==> config.mk <==
export PLATFORM = sky130hd
export DESIGN_NAME = ex_mem_skid_reg
export DESIGN_NICKNAME = d
export VERILOG_FILES = /design/src/rtl/ex_mem_skid_reg_pkg.sv /design/src/rtl/ex_mem_skid_reg_skid.sv /design/src/rtl/ex_mem_skid_reg.sv
export SDC_FILE = /design/constraint.sdc
export NUM_CORES = 1
export LEC_CHECK = 0
export CORE_ASPECT_RATIO = 1.5
export CORE_MARGIN = 2
export CORE_UTILIZATION = 35
export CTS_CLUSTER_SIZE = 25
export DETAILED_ROUTE_END_ITERATION = 10
export GPL_ROUTABILITY_DRIVEN = 0
export PLACE_DENSITY = 0.58
export SYNTH_ARGS = -nofsm -noshare
export SYNTH_HDL_FRONTEND = slang
export SYNTH_SLANG_ARGS = --single-unit
==> constraint.sdc <==
create_clock -name clk -period 11.3 [get_ports clk]
set_clock_uncertainty 0.05 [all_clocks]
set_input_delay 2.26 -clock clk [delete_from_list [all_inputs] [get_ports clk]]
set_output_delay 2.26 -clock clk [all_outputs]
set_load 0.005 [all_outputs]
==> src/rtl/ex_mem_skid_reg_pkg.sv <==
// Shared EX/MEM stage types: the pipeline payload record and the skid-buffer occupancy encoding.
package ex_mem_skid_reg_pkg;

  localparam int DEF_XLEN    = 32;
  localparam int DEF_RADDR_W = 5;

  typedef enum logic [1:0] {
    OCC_EMPTY = 2'd0,
    OCC_ONE   = 2'd1,
    OCC_FULL  = 2'd2
  } occ_e;

  typedef struct packed {
    logic [DEF_XLEN-1:0]    pc;
    logic [DEF_XLEN-1:0]    result;
    logic [DEF_XLEN-1:0]    rs2_data;
    logic [DEF_RADDR_W-1:0] rd;
    logic                   reg_write;
    logic                   mem_read;
    logic                   mem_write;
    logic [2:0]             funct3;
  } ex_mem_payload_t;

endpackage

==> src/rtl/ex_mem_skid_reg_skid.sv <==
// Generic two-slot skid buffer: registered in_ready, strict FIFO order, flush clears both slots.
module skid_buffer
  import ex_mem_skid_reg_pkg::*;
#(
  parameter int W = 8
) (
  input  logic         clk,
  input  logic         reset,
  input  logic         flush,
  input  logic         in_valid,
  output logic         in_ready,
  input  logic [W-1:0] in_data,
  output logic         out_valid,
  input  logic         out_ready,
  output logic [W-1:0] out_data,
  output logic [1:0]   occupancy
);

  occ_e         state;
  occ_e         state_nxt;
  logic [W-1:0] skid;
  logic         accept;
  logic         drain;
  logic         load_head_in;
  logic         load_head_skid;
  logic         load_skid;

  assign accept    = in_valid & in_ready;
  assign drain     = out_valid & out_ready;
  assign occupancy = state;

  // Next occupancy and which slot loads what; flush discards the incoming op.
  always_comb begin
    state_nxt      = state;
    load_head_in   = 1'b0;
    load_head_skid = 1'b0;
    load_skid      = 1'b0;
    if (flush) begin
      state_nxt = OCC_EMPTY;
    end else begin
      case (state)
        OCC_EMPTY: begin
          if (accept) begin
            state_nxt    = OCC_ONE;
            load_head_in = 1'b1;
          end else begin
            state_nxt = OCC_EMPTY;
          end
        end
        OCC_ONE: begin
          if (accept && !drain) begin
            state_nxt = OCC_FULL;
            load_skid = 1'b1;
          end else if (accept && drain) begin
            state_nxt    = OCC_ONE;
            load_head_in = 1'b1;
          end else if (drain) begin
            state_nxt = OCC_EMPTY;
          end else begin
            state_nxt = OCC_ONE;
          end
        end
        OCC_FULL: begin
          if (drain) begin
            state_nxt      = OCC_ONE;
            load_head_skid = 1'b1;
          end else begin
            state_nxt = OCC_FULL;
          end
        end
        default: state_nxt = OCC_EMPTY;
      endcase
    end
  end

  // Valids and ready are decoded from next state so all handshake outputs come straight from flops.
  always_ff @(posedge clk or posedge reset) begin
    if (reset) begin
      state     <= OCC_EMPTY;
      in_ready  <= 1'b1;
      out_valid <= 1'b0;
      out_data  <= '0;
      skid      <= '0;
    end else begin
      state     <= state_nxt;
      in_ready  <= (state_nxt != OCC_FULL);
      out_valid <= (state_nxt != OCC_EMPTY);
      if (load_head_in) begin
        out_data <= in_data;
      end else if (load_head_skid) begin
        out_data <= skid;
      end
      if (load_skid) begin
        skid <= in_data;
      end
    end
  end

endmodule

==> src/rtl/ex_mem_skid_reg.sv <==
// EX->MEM pipeline register built on a two-slot skid buffer, with EX->EX forwarding tap and stall counter.
module ex_mem_skid_reg
  import ex_mem_skid_reg_pkg::*;
#(
  parameter int XLEN    = DEF_XLEN,
  parameter int RADDR_W = DEF_RADDR_W,
  parameter int CNT_W   = 16
) (
  input  logic               clk,
  input  logic               reset,
  input  logic               flush,
  input  logic               ex_valid,
  output logic               ex_ready,
  input  logic [XLEN-1:0]    ex_pc,
  input  logic [XLEN-1:0]    ex_result,
  input  logic [XLEN-1:0]    ex_rs2_data,
  input  logic [RADDR_W-1:0] ex_rd,
  input  logic               ex_reg_write,
  input  logic               ex_mem_read,
  input  logic               ex_mem_write,
  input  logic [2:0]         ex_funct3,
  output logic               mem_valid,
  input  logic               mem_ready,
  output logic [XLEN-1:0]    mem_pc,
  output logic [XLEN-1:0]    mem_result,
  output logic [XLEN-1:0]    mem_rs2_data,
  output logic [RADDR_W-1:0] mem_rd,
  output logic               mem_reg_write,
  output logic               mem_mem_read,
  output logic               mem_mem_write,
  output logic [2:0]         mem_funct3,
  output logic               fwd_valid,
  output logic [RADDR_W-1:0] fwd_rd,
  output logic [XLEN-1:0]    fwd_data,
  output logic [1:0]         occupancy,
  output logic [CNT_W-1:0]   stall_cycles
);

  localparam int W = 3 * XLEN + RADDR_W + 6;

  logic [W-1:0] in_data;
  logic [W-1:0] head_data;

  assign in_data = {ex_pc, ex_result, ex_rs2_data, ex_rd,
                    ex_reg_write, ex_mem_read, ex_mem_write, ex_funct3};
  assign {mem_pc, mem_result, mem_rs2_data, mem_rd,
          mem_reg_write, mem_mem_read, mem_mem_write, mem_funct3} = head_data;

  skid_buffer #(.W(W)) u_skid (
    .clk       (clk),
    .reset     (reset),
    .flush     (flush),
    .in_valid  (ex_valid),
    .in_ready  (ex_ready),
    .in_data   (in_data),
    .out_valid (mem_valid),
    .out_ready (mem_ready),
    .out_data  (head_data),
    .occupancy (occupancy)
  );

  // x0 is hard-wired zero, so it is never a forwarding source.
  assign fwd_valid = mem_valid & mem_reg_write & (mem_rd != '0);
  assign fwd_rd    = mem_rd;
  assign fwd_data  = mem_result;

  // Saturating count of cycles where MEM holds off a valid head; survives flush.
  always_ff @(posedge clk or posedge reset) begin
    if (reset) begin
      stall_cycles <= '0;
    end else if (mem_valid && !mem_ready && (stall_cycles != {CNT_W{1'b1}})) begin
      stall_cycles <= stall_cycles + CNT_W'(1);
    end
  end

endmodule
# [After elaboration in Yosys (flattened, before gate mapping)]
# Cells that the tools add are included.
# W data, S select, Z words.
[totals] reg_bits=234 word_cells=45 input_bits=112 output_inout_bits=165
[op_classes] addsub=1 mux=20 n_eq_ne=4 n_reduce_logical=10 bitwise_logic=4
[ops] cell="$mux W107" n=2
[ops] cell="$add A16 B1 Y16 const B" n=1
[ops] cell="$ne A16 B16 Y1 const B" n=1
[ops] cell="$mux W1" n=12
[ops] cell="$mux W2" n=4
[ops] cell="$pmux W2 S3" n=1
[ops] cell="$reduce_bool A5 Y1" n=1
[ops] cell="$and A1 B1 Y1" n=4
[ops] cell="$logic_and A1 B1 Y1" n=4
[ops] cell="$reduce_bool A2 Y1" n=2
[ops] cell="$eq A2 B1 Y1 const B" n=1
[ops] cell="$eq A2 B2 Y1 const B" n=1
[ops] cell="$logic_not A1 Y1" n=2
[ops] cell="$logic_not A2 Y1" n=1
[ops] cell="$ne A2 B2 Y1 const B" n=1
[ops] cell="$pmux W1 S2" n=1

# [Logic depth before layout (Yosys ltp)]
# Gate-level depths: netlist of the first run.
[logic_depth] word_depth=7 depth_mapped=10 mapped_depth_nobuf=7

# [Cells and area by module]
# From an unflattened synthesis of the first run, not the netlist that was laid out.
[hier_totals] hier_cells=1008 area_unflattened_um2=11313.4
[modules_own_cells] mod="skid_buffer" cells_per_inst=895 seq_area_each_um2=5456.5 instances=1 area_per_inst_um2=10209.8
[modules_own_cells] mod="ex_mem_skid_reg" cells_per_inst=113 seq_area_each_um2=400.4 instances=1 area_per_inst_um2=1103.6

# [Worst setup path after synthesis of the first run]
# OpenSTA, ideal clock, no wires.
[synth_path] kind="input port to flip-flop" start="input ex_valid" end="register u_skid.skid[0]" setup_ns=0.125 required_time_ns=11.125 cell_stages=7 t_arrival_ns=3.604 slack_ns=7.521 path_cell_list="and2_1 ha_1 nand2_1 nor3_2 buf_2 buf_4 mux2_2"
[synth_via] elab_chain_len=5
[synth_rtl] element="start, declared" line_no="ex_mem_skid_reg.sv:12" text="input logic ex_valid,"
[synth_rtl] element="$and A1 B1 Y1" line_no="ex_mem_skid_reg_skid.sv:28" text="assign accept = in_valid & in_ready;"
[synth_rtl] element="$logic_and A1 B1 Y1" line_no="ex_mem_skid_reg_skid.sv:51" text="if (accept && !drain) begin"
[synth_rtl] element="$mux W1" line_no="ex_mem_skid_reg_skid.sv:51"
[synth_rtl] element="$mux W1" line_no="ex_mem_skid_reg_skid.sv:41" text="case (state)"
[synth_rtl] element="$mux W1" line_no="ex_mem_skid_reg_skid.sv:38" text="if (flush) begin"
[synth_rtl] element="end signal, assigned" line_no="ex_mem_skid_reg_skid.sv:94" text="skid <= in_data;"
[synth_rtl] element="end, declared" line_no="ex_mem_skid_reg_skid.sv:21" text="logic [W-1:0] skid;"
# No other way between the ends.
# A chain may end at the register's enable or synchronous reset.

# [Worst setup path in the final report of the first run]
[layout_path] start="input ex_valid" end="register u_skid.skid[105]"
# Same word-level chain as after synthesis.

==> reports/qor.yml, run 1 <==
outcome: "finished clean"
dp_hpwl_um: 16300
overflow: 0
finalSetupViolCount: 0
async_flop_share_pct: 100
synthCells: 845
die_y_um: 210
grt_pass1_wl_um: 40000
synth_fp_nets: 960
synth_area_leaders: "dfrtp_1 59%, mux2_2 13%, o22ai_1 6.8%, nand2_1 4.5%, o21ai_0 4.1%"
cts_buffers: 24
clock_path_buffers: 3
crit_fanout: 59
die_area_um2: 29600
cts_setup_buffers: 0
r2r_setup_slack_ps: 8150
start_util_pct: 35.4
synth_area_leader_cell: "dfrtp_1"
cts.sinks: 234
rsz0062_at_grt: "false"
vias: 7206
clk_latency_ps: 500
wl_per_cell_um: 17.7
firstDrtPassIters: 4
yosysUniqueCellTypes: 42
hold_end: "u_skid.out_data[103]"
synth_edf_count: 0
synth_seq_cells: 234
drc: 0
antenna_left: 0
holdBufCountCts: 0
io_buffers: 276
grt_use_total_pct: 16.8
r2r_start: "u_skid.in_ready"
coreArea_um2: 27900
path_clk_slew_ps: 60
pwr_density_cell_nw_per_um2: 239
cts_root_buf: "clkbuf_16"
cts_tree: "done"
min_period_ps: 4910
arrival_ps: 5240
die_w_um: 141
power_leakage_uw: 0.00558
max_cap_viol_count: 0
final_hold_viol_count: 0
totalPowerFinal_uw: 3200
min_path_type: "reg2reg"
layout.nets: 1175
yosys_most_used_dff: "dfrtp_1"
reg2regPathDepth: 7
yosysWarningCount: 0
syn_area_per_cell_um2: 11.7
grt_pass1_vias: 7082
irDropWorstVdd_v: 0.000145
hold_start: "u_skid.out_data[103]"
critPathLaunch: "ex_valid"
n_fill_cell: 2581
ioPinCount: 277
yosysMostFrequentCell: "dfrtp_1"
regToRegEndpoint: "u_skid.skid[105]"
worst_pin_slew_ps: 1130
htreeDepth: 1
antenna_found_initial: 2
critPathCaptureType: "flop"
worst_setup_path_start_kind: "primary input"
synth_top_area_share_pct: 59.1
rows: 75
hold_depth: 2
synth_area_um2: 9860
synthTopCellsByCount: "233 x dfrtp_1, 117 x nand2_1, 112 x mux2_2"
slew_headroom_pct: 25.0
post_cts_resized: 0
drv_slew: 0
grt_max_degree: 118
viasPerCell: 5.06
crit_type: "in2reg"
seq_area_frac_synth_pct: 59.4
drive_gt1_share_pct: 15.5
areaGrowthSynthToFinish_pct: 35.9
max_freq_mhz: 204
drt_iter0_drc: 267
worstPathRequired_ps: 11630
period_share_pct: 43.4
drt-total-wl_um: 25200
fin_tns_setup_ps: 0
-- power by group --
group,total (uW),internal (uW),switching (uW)
registers,1400,1180,220
logic,997,647,350
clock network,803,483,320
total,3200,2310,890
-- flip-flops by register name (all words and copies together), names as in the netlist --
signal and cells:
u_skid.in_ready 1, u_skid.out_data 107, stall_cycles 16, u_skid.out_valid 1, u_skid.occupancy 2, u_skid.skid 107
-- routing by layer --
| metal | vias up | track usage, % | routed length (um) |
|---|---|---|---|
| met1 | 3551 | 21.3 | 10300 |
| li1 | 3435 | - | - |
| met3 | 31 | 3.49 | 1320 |
| met4 | 0 | 4.93 | 603 |
| met5 | - | 0 | 0 |
| met2 | 189 | 29.1 | 13000 |
-- metrics by stage --
stage	cell area (um2)	setup WS, ps	instances	hold WS, ps	util [%]
final	13400	6390	1425	428	48.1
after global routing	13400	6240	1425	451	48.1
after floorplan	9860	2570	845	423	-
after detailed placement	12600	5900	1380	421	45.2
after CTS	13400	6420	1423	435	48.0
after global placement	12600	5900	1380	412	45.2
-- kinds of logic (layout without fill, tap and decap cells) --
family | Yosys count | in the layout | share of synthesized area (%)
and+or+nand+nor | 164 | 164 | 7.84
muxes | 112 | 112 | 12.8
other | 0 | 2 | 0
DFF | 234 | 234 | 59.4
buffers and inverters | 100 | 332 | 5.85
adders and majority gates | 3 | 3 | 0.381
xor gates and xnor gates | 7 | 7 | 0.622
AOI/OAI and AO/OA | 225 | 225 | 13.1
-- how the worst max path moves through the flow --
stage                                      to  slack, ps
final                        u_skid.skid[105]       6390
after global routing      u_skid.out_data[52]       6240
after CTS                    u_skid.skid[105]       6420
after detailed placement      u_skid.skid[76]       5900
after global placement        u_skid.skid[73]       5900
after floorplan               stall_cycles[0]       2570
-- worst max-delay path, cell delays in order --
cell and delay [ps]:
clkdlybuf4s50_1 570, and2_1 190, ha_1 160, nand2_1 80, nor3_4 120, buf_4 580, buf_4 770, mux2_2 410
-- area by class of cell --
type	instances	area, um2	share of cell area [%]
diodes	2	5.00	0.0374
clock buffers	37	721	5.38
clock inverters	6	82.6	0.617
inverters	4	22.5	0.168
multi-input cells	511	3440	25.7
flip-flops and latches	234	5860	43.7
well taps	346	433	3.23
repair buffers	285	2830	21.1
-- placed cells by master, fill, tap and decap left out, types with 2 or more instances in the layout --
cell / instances
bufinv_16: 2
dfrtp_1: 233
nand4_1: 5
diode_2: 2
clkdlybuf4s50_1: 276
or3_1: 2
o21ai_0: 80
nor3_1: 4
nand2b_1: 2
clkbuf_16: 25
ha_1: 3
a21oi_1: 2
inv_1: 3
o22ai_1: 107
clkbuf_1: 7
nand2_1: 117
nand4b_1: 2
buf_4: 9
nor2_1: 6
nor4b_1: 2
mux2_2: 112
o21ai_1: 30
nand3b_1: 3
clkbuf_8: 5
clkinv_2: 3
nor2b_1: 2
xor2_1: 7
nand3_1: 6
Power figures use the tool's default switching activity.
==> inputs of run 2 (changes only) <==
PLACE_DENSITY = 0.6   (was 0.58)
clock period = 4.2 ns   (was 11.3 ns; I/O delays follow)
==> run 2 against run 1 <==
Against the previous run: clock power rose to 2.7 times the previous value; final cell count is 0.28% higher; sequential power increased to 2.7 times the previous value; flip-flop and latch count unchanged; power grew to 2.7 times the previous value; count of clock-buffer cells in the layout rose by 1; global-route usage increased by 0.22 points; die area stayed put; utilization up 0.37 points; design area rose by 0.77%; critical path depth down 5; first-iteration DRC count down 10%; critical path type is now reg2out.
==> reports/qor.yml, run 2 (synthesized netlist as in run 1, its figures left out) <==
outcome: "finished clean"
rsz0062_at_grt: "false"
drt-total-wl_um: 25300
n_fill_cell: 2572
cts_root_buf: "clkbuf_16"
clock_path_buffers: 3
antenna_found_initial: 1
start_util_pct: 35.4
whs_ps: 432
final_util_pct: 48.4
max_cap_viol_count: 0
cts_tree: "done"
layout_commonest_cell: "clkdlybuf4s50_1"
critPathMaxStageDelay_ps: 450
drc: 0
grt_pass1_wl_um: 40500
mostFrequentLayoutCells: "276 x clkdlybuf4s50_1, 233 x dfrtp_1, 117 x nand2_1, 112 x mux2_2, 107 x o22ai_1"
areaGrowthSynthToFinish_pct: 36.9
min_period_ps: 2910
coreArea_um2: 27900
drv_slew: 0
drt_iter0_drc: 239
io_buffers: 276
finalSetupViolCount: 0
clk_latency_ps: 520
pwr_density_cell_nw_per_um2: 638
die_w_um: 141
layout.nets: 1179
cts_buffers: 24
grt_use_total_pct: 17.0
die_y_um: 210
max_freq_mhz: 344
worst_setup_path_start_kind: "flop"
wl_per_cell_um: 17.7
crit_type: "reg2out"
dp_hpwl_um: 16500
top_regs: "u_skid.out_data (107), u_skid.skid (107), stall_cycles (16)"
holdBufCountCts: 0
viasPerCell: 5.05
ioPinCount: 277
firstDrtPassIters: 6
placedInstanceArea_um2: 12700
overflow: 0
post_cts_resized: 0
final_hold_viol_count: 0
grt_pass1_vias: 7374
antenna_left: 0
crit_chain: "or3_1 > o311a_1 > clkdlybuf4s50_1"
power_leakage_uw: 0.00563
worst_pin_slew_ps: 945
cts_setup_buffers: 0
htreeDepth: 1
design_area_um2: 13500
die_area_um2: 29600
period_share_pct: 69.3
slew_headroom_pct: 36.9
cts.sinks: 234
arrival_ps: 2020
grt_max_degree: 108
rows: 75
fin_tns_setup_ps: 0
path_clk_slew_ps: 60
drive_gt1_share_pct: 15.9
worstPathRequired_ps: 3310
min_path_type: "reg2reg"
crit_fanout: 4
critPathCaptureType: "primary output"
irDropWorstVdd_v: 0.000406
critPathSlowestCell: "clkdlybuf4s50_1"
vias: 7215
run 2: cell count changes in the layout (fill, tap and decap cells not counted), sizes merged:
cell,change
clkinv,+1
clkinvlp,+1
inv,-1
bufinv,-1
buf,+4
clkbuf,+1
diode,-1
run 2: path summary, 6_finish.rpt:
check	cells after the start	slack (ps)	start	endpoint
max in group asynchronous	3	2380	reset	u_skid.skid[26]
hold / removal	2	430	u_skid.out_data[13]	u_skid.out_data[13]
setup reg to reg	7	1870	u_skid.in_ready	u_skid.out_data[105]
hold reg to reg	2	430	u_skid.out_data[13]	u_skid.out_data[13]
setup / recovery	3	1290	u_skid.out_data[6]	fwd_valid
min in group asynchronous	2	820	reset	stall_cycles[12]
run 2: stage by stage:
step           total power, uW  cells  setup slack [ps]
4_1_cts                   8750   1428              1250
2_1_floorplan             5030    845               247
6_report                  8610   1429              1290
5_1_grt                   9180   1429              1200
3_3_place_gp              6470   1384              1060
3_5_place_dp              6550   1384              1050
run 2: power breakdown:
group	internal, uW	switching, uW
Combinational	1760	958
Clock	1260	889
Sequential	3170	578
run 2: layer usage:
metal  global-route usage, %  part of all wire [%]
met1                    19.9                    39
met2                    30.7                    52
met3                    3.40                   5.1
met4                    6.48                   3.4
met5                       0                     0
run 2: critical path: cells and delay by family (launching register included):
kind	cells	cell delay, ps
buffers and inverters	1	450
flip-flops	1	430
AND/OR/NAND/NOR	1	350
AO/OA/AOI/OAI	1	280
run 2: layout make-up:
cell class	instances	area, um2	share of cell area (%)
Antenna cell	1	2.50	0.0185
Clock buffer	38	734	5.44
Clock inverter	6	61.3	0.454
Inverter	4	18.8	0.139
Multi-Input combinational cell	511	3440	25.5
Sequential cell	234	5860	43.4
Tap cell	346	433	3.21
Timing Repair Buffer	289	2950	21.8
==> inputs of run 3 (changes only) <==
clock period = 2.5 ns   (was 4.2 ns; I/O delays follow)
==> run 3 against run 2 <==
Against the previous run: non-clock buffer count is 33 higher; largest power group unchanged; register-to-register slack worse by 1500 ps; combinational power is 72% higher; flip-flop and latch count stayed put; critical path depth stayed put; hold slack worse by 100 ps; design area is 2.6% higher; die area stayed put.
==> reports/qor.yml, run 3 (synthesized netlist as in run 1, its figures left out) <==
worstPathRequired_ps: 1950
irDropWorstVdd_v: 0.000620
drc: 0
antenna_left: 0
die_y_um: 210
grt_use_total_pct: 17.5
cp.depth: 3
areaGrowthSynthToFinish_pct: 40.5
overflow: 0
grt_pass1_wl_um: 41600
worst-path-buf-inv: 1
max_freq_mhz: 422
arrival_ps: 1820
critPathMaxStageDelay_ps: 390
cts_buffers: 24
critPathCaptureType: "primary output"
period_share_pct: 94.8
cts_root_buf: "clkbuf_16"
dp.cells: 1415
htreeDepth: 1
worst_pin_slew_ps: 531
top_regs: "u_skid.out_data (107), u_skid.skid (107), stall_cycles (16)"
mostFrequentLayoutCells: "275 x clkdlybuf4s50_1, 233 x dfrtp_1, 117 x nand2_1, 112 x mux2_2, 107 x o22ai_1"
vias: 7286
power_leakage_uw: 0.00583
grt_max_degree: 79
wl_per_cell_um: 17.8
outcome: "finished clean"
path_clk_slew_ps: 60
ioPinCount: 277
crit_type: "reg2out"
start_util_pct: 35.4
max_cap_viol_count: 0
drive_gt1_share_pct: 18.6
clk_latency_ps: 510
cp_top_family: "flip-flops"
coreArea_um2: 27900
viasPerCell: 4.98
critPathSlowestCell: "dfrtp_1"
clock_path_buffers: 3
rsz0062_at_grt: "false"
cts_tree: "done"
multi_input_area_um2: 3440
io_buffers: 276
totalPowerFinal_uw: 14500
firstDrtPassIters: 4
worst_setup_path_start_kind: "flop"
finalSetupViolCount: 0
drv_slew: 0
min_path_type: "in2async"
holdBufCountCts: 0
register_area_um2: 5860
die_w_um: 141
cts.sinks: 234
grt_pass1_vias: 7630
dp_hpwl_um: 18400
layout.nets: 1212
fin_cells: 1462
rows: 75
reg2regPathDepth: 7
crit_fanout: 2
antenna_found_initial: 2
n_fill_cell: 2544
drt_iter0_drc: 263
die_area_um2: 29600
crit_chain: "or3_1 > o311a_1 > dlygate4sd2_1"
min_period_ps: 2370
layout_commonest_cell: "clkdlybuf4s50_1"
slew_headroom_pct: 64.5
final_hold_viol_count: 0
pwr_density_cell_nw_per_um2: 1050
drt-total-wl_um: 26000
run 3: changes by cell type in the layout (fill, tap and decap cells not counted):
| cell | previous run | this run |
|---|---|---|
| buf_12 | 7 | 16 |
| buf_4 | 6 | 30 |
| clkbuf_1 | 7 | 4 |
| clkbuf_8 | 6 | 5 |
| clkdlybuf4s50_1 | 276 | 275 |
| clkinv_2 | 3 | 5 |
| clkinvlp_4 | 2 | 3 |
| diode_2 | 1 | 2 |
| dlygate4sd2_1 | 0 | 1 |
run 3: final timing paths:
check	startpoint	to	slack (ps)
worst max-delay path	u_skid.out_data[7]	fwd_valid	130
worst min-delay path	reset	u_skid.out_data[12]	330
worst max register to register	u_skid.in_ready	u_skid.skid[63]	330
worst min register to register	u_skid.out_data[104]	u_skid.out_data[104]	420
max in group asynchronous	reset	u_skid.out_data[61]	1430
min in group clk	u_skid.out_data[104]	u_skid.out_data[104]	420
run 3: layout make-up:
class                           instances  share of cell area [%]
Sequential cell                       234                    42.3
Antenna cell                            2                  0.0361
Clock buffer                           34                    5.12
Inverter                                4                   0.135
Clock inverter                          9                   0.569
Timing Repair Buffer                  322                    23.9
Multi-Input combinational cell        511                    24.9
Tap cell                              346                    3.13
run 3: routing by layer:
metal | track usage [%] | up-vias | wire length (um)
li1 | - | 3505 | -
met1 | 19.8 | 3572 | 9860
met4 | 6.00 | 0 | 818
met2 | 32.6 | 170 | 14000
met5 | 0 | - | 0
met3 | 3.49 | 39 | 1350
run 3: timing repair:
action                                  CTS  global route
gates resized for setup                   1             0
endpoints found under the setup margin    1             0
buffers inserted                          2             0
run 3: where the power goes:
group / total (uW) / switching (uW) / internal, uW
sequential: 6310 / 984 / 5320
clock: 3540 / 1460 / 2080
combinational: 4690 / 1650 / 3040
run 3: worst register-to-register path, cell delays in order, from the launching register on:
cell,delay (ps)
dfstp_2,610
and2_1,170
ha_1,150
nand2_1,90
nor3_4,250
buf_12,210
buf_12,170
mux2_2,340
run 3: per-stage QoR:
| stage | TNS, ps | area [um2] | hold WS, ps | utilization (%) | setup WS (ps) |
|---|---|---|---|---|---|
| 6_report | 0 | 13900 | 328 | 49.7 | 129 |
| 5_1_grt | 0 | 13900 | 351 | 49.7 | 63.2 |
| 4_1_cts | 0 | 13800 | 340 | 49.7 | 89.2 |
| 3_5_place_dp | -1030 | 13000 | 419 | 46.8 | -36.8 |
| 3_3_place_gp | -1600 | 13000 | 412 | 46.8 | -40.3 |
| 2_1_floorplan | -259660 | 9860 | 423 | - | -1110 |
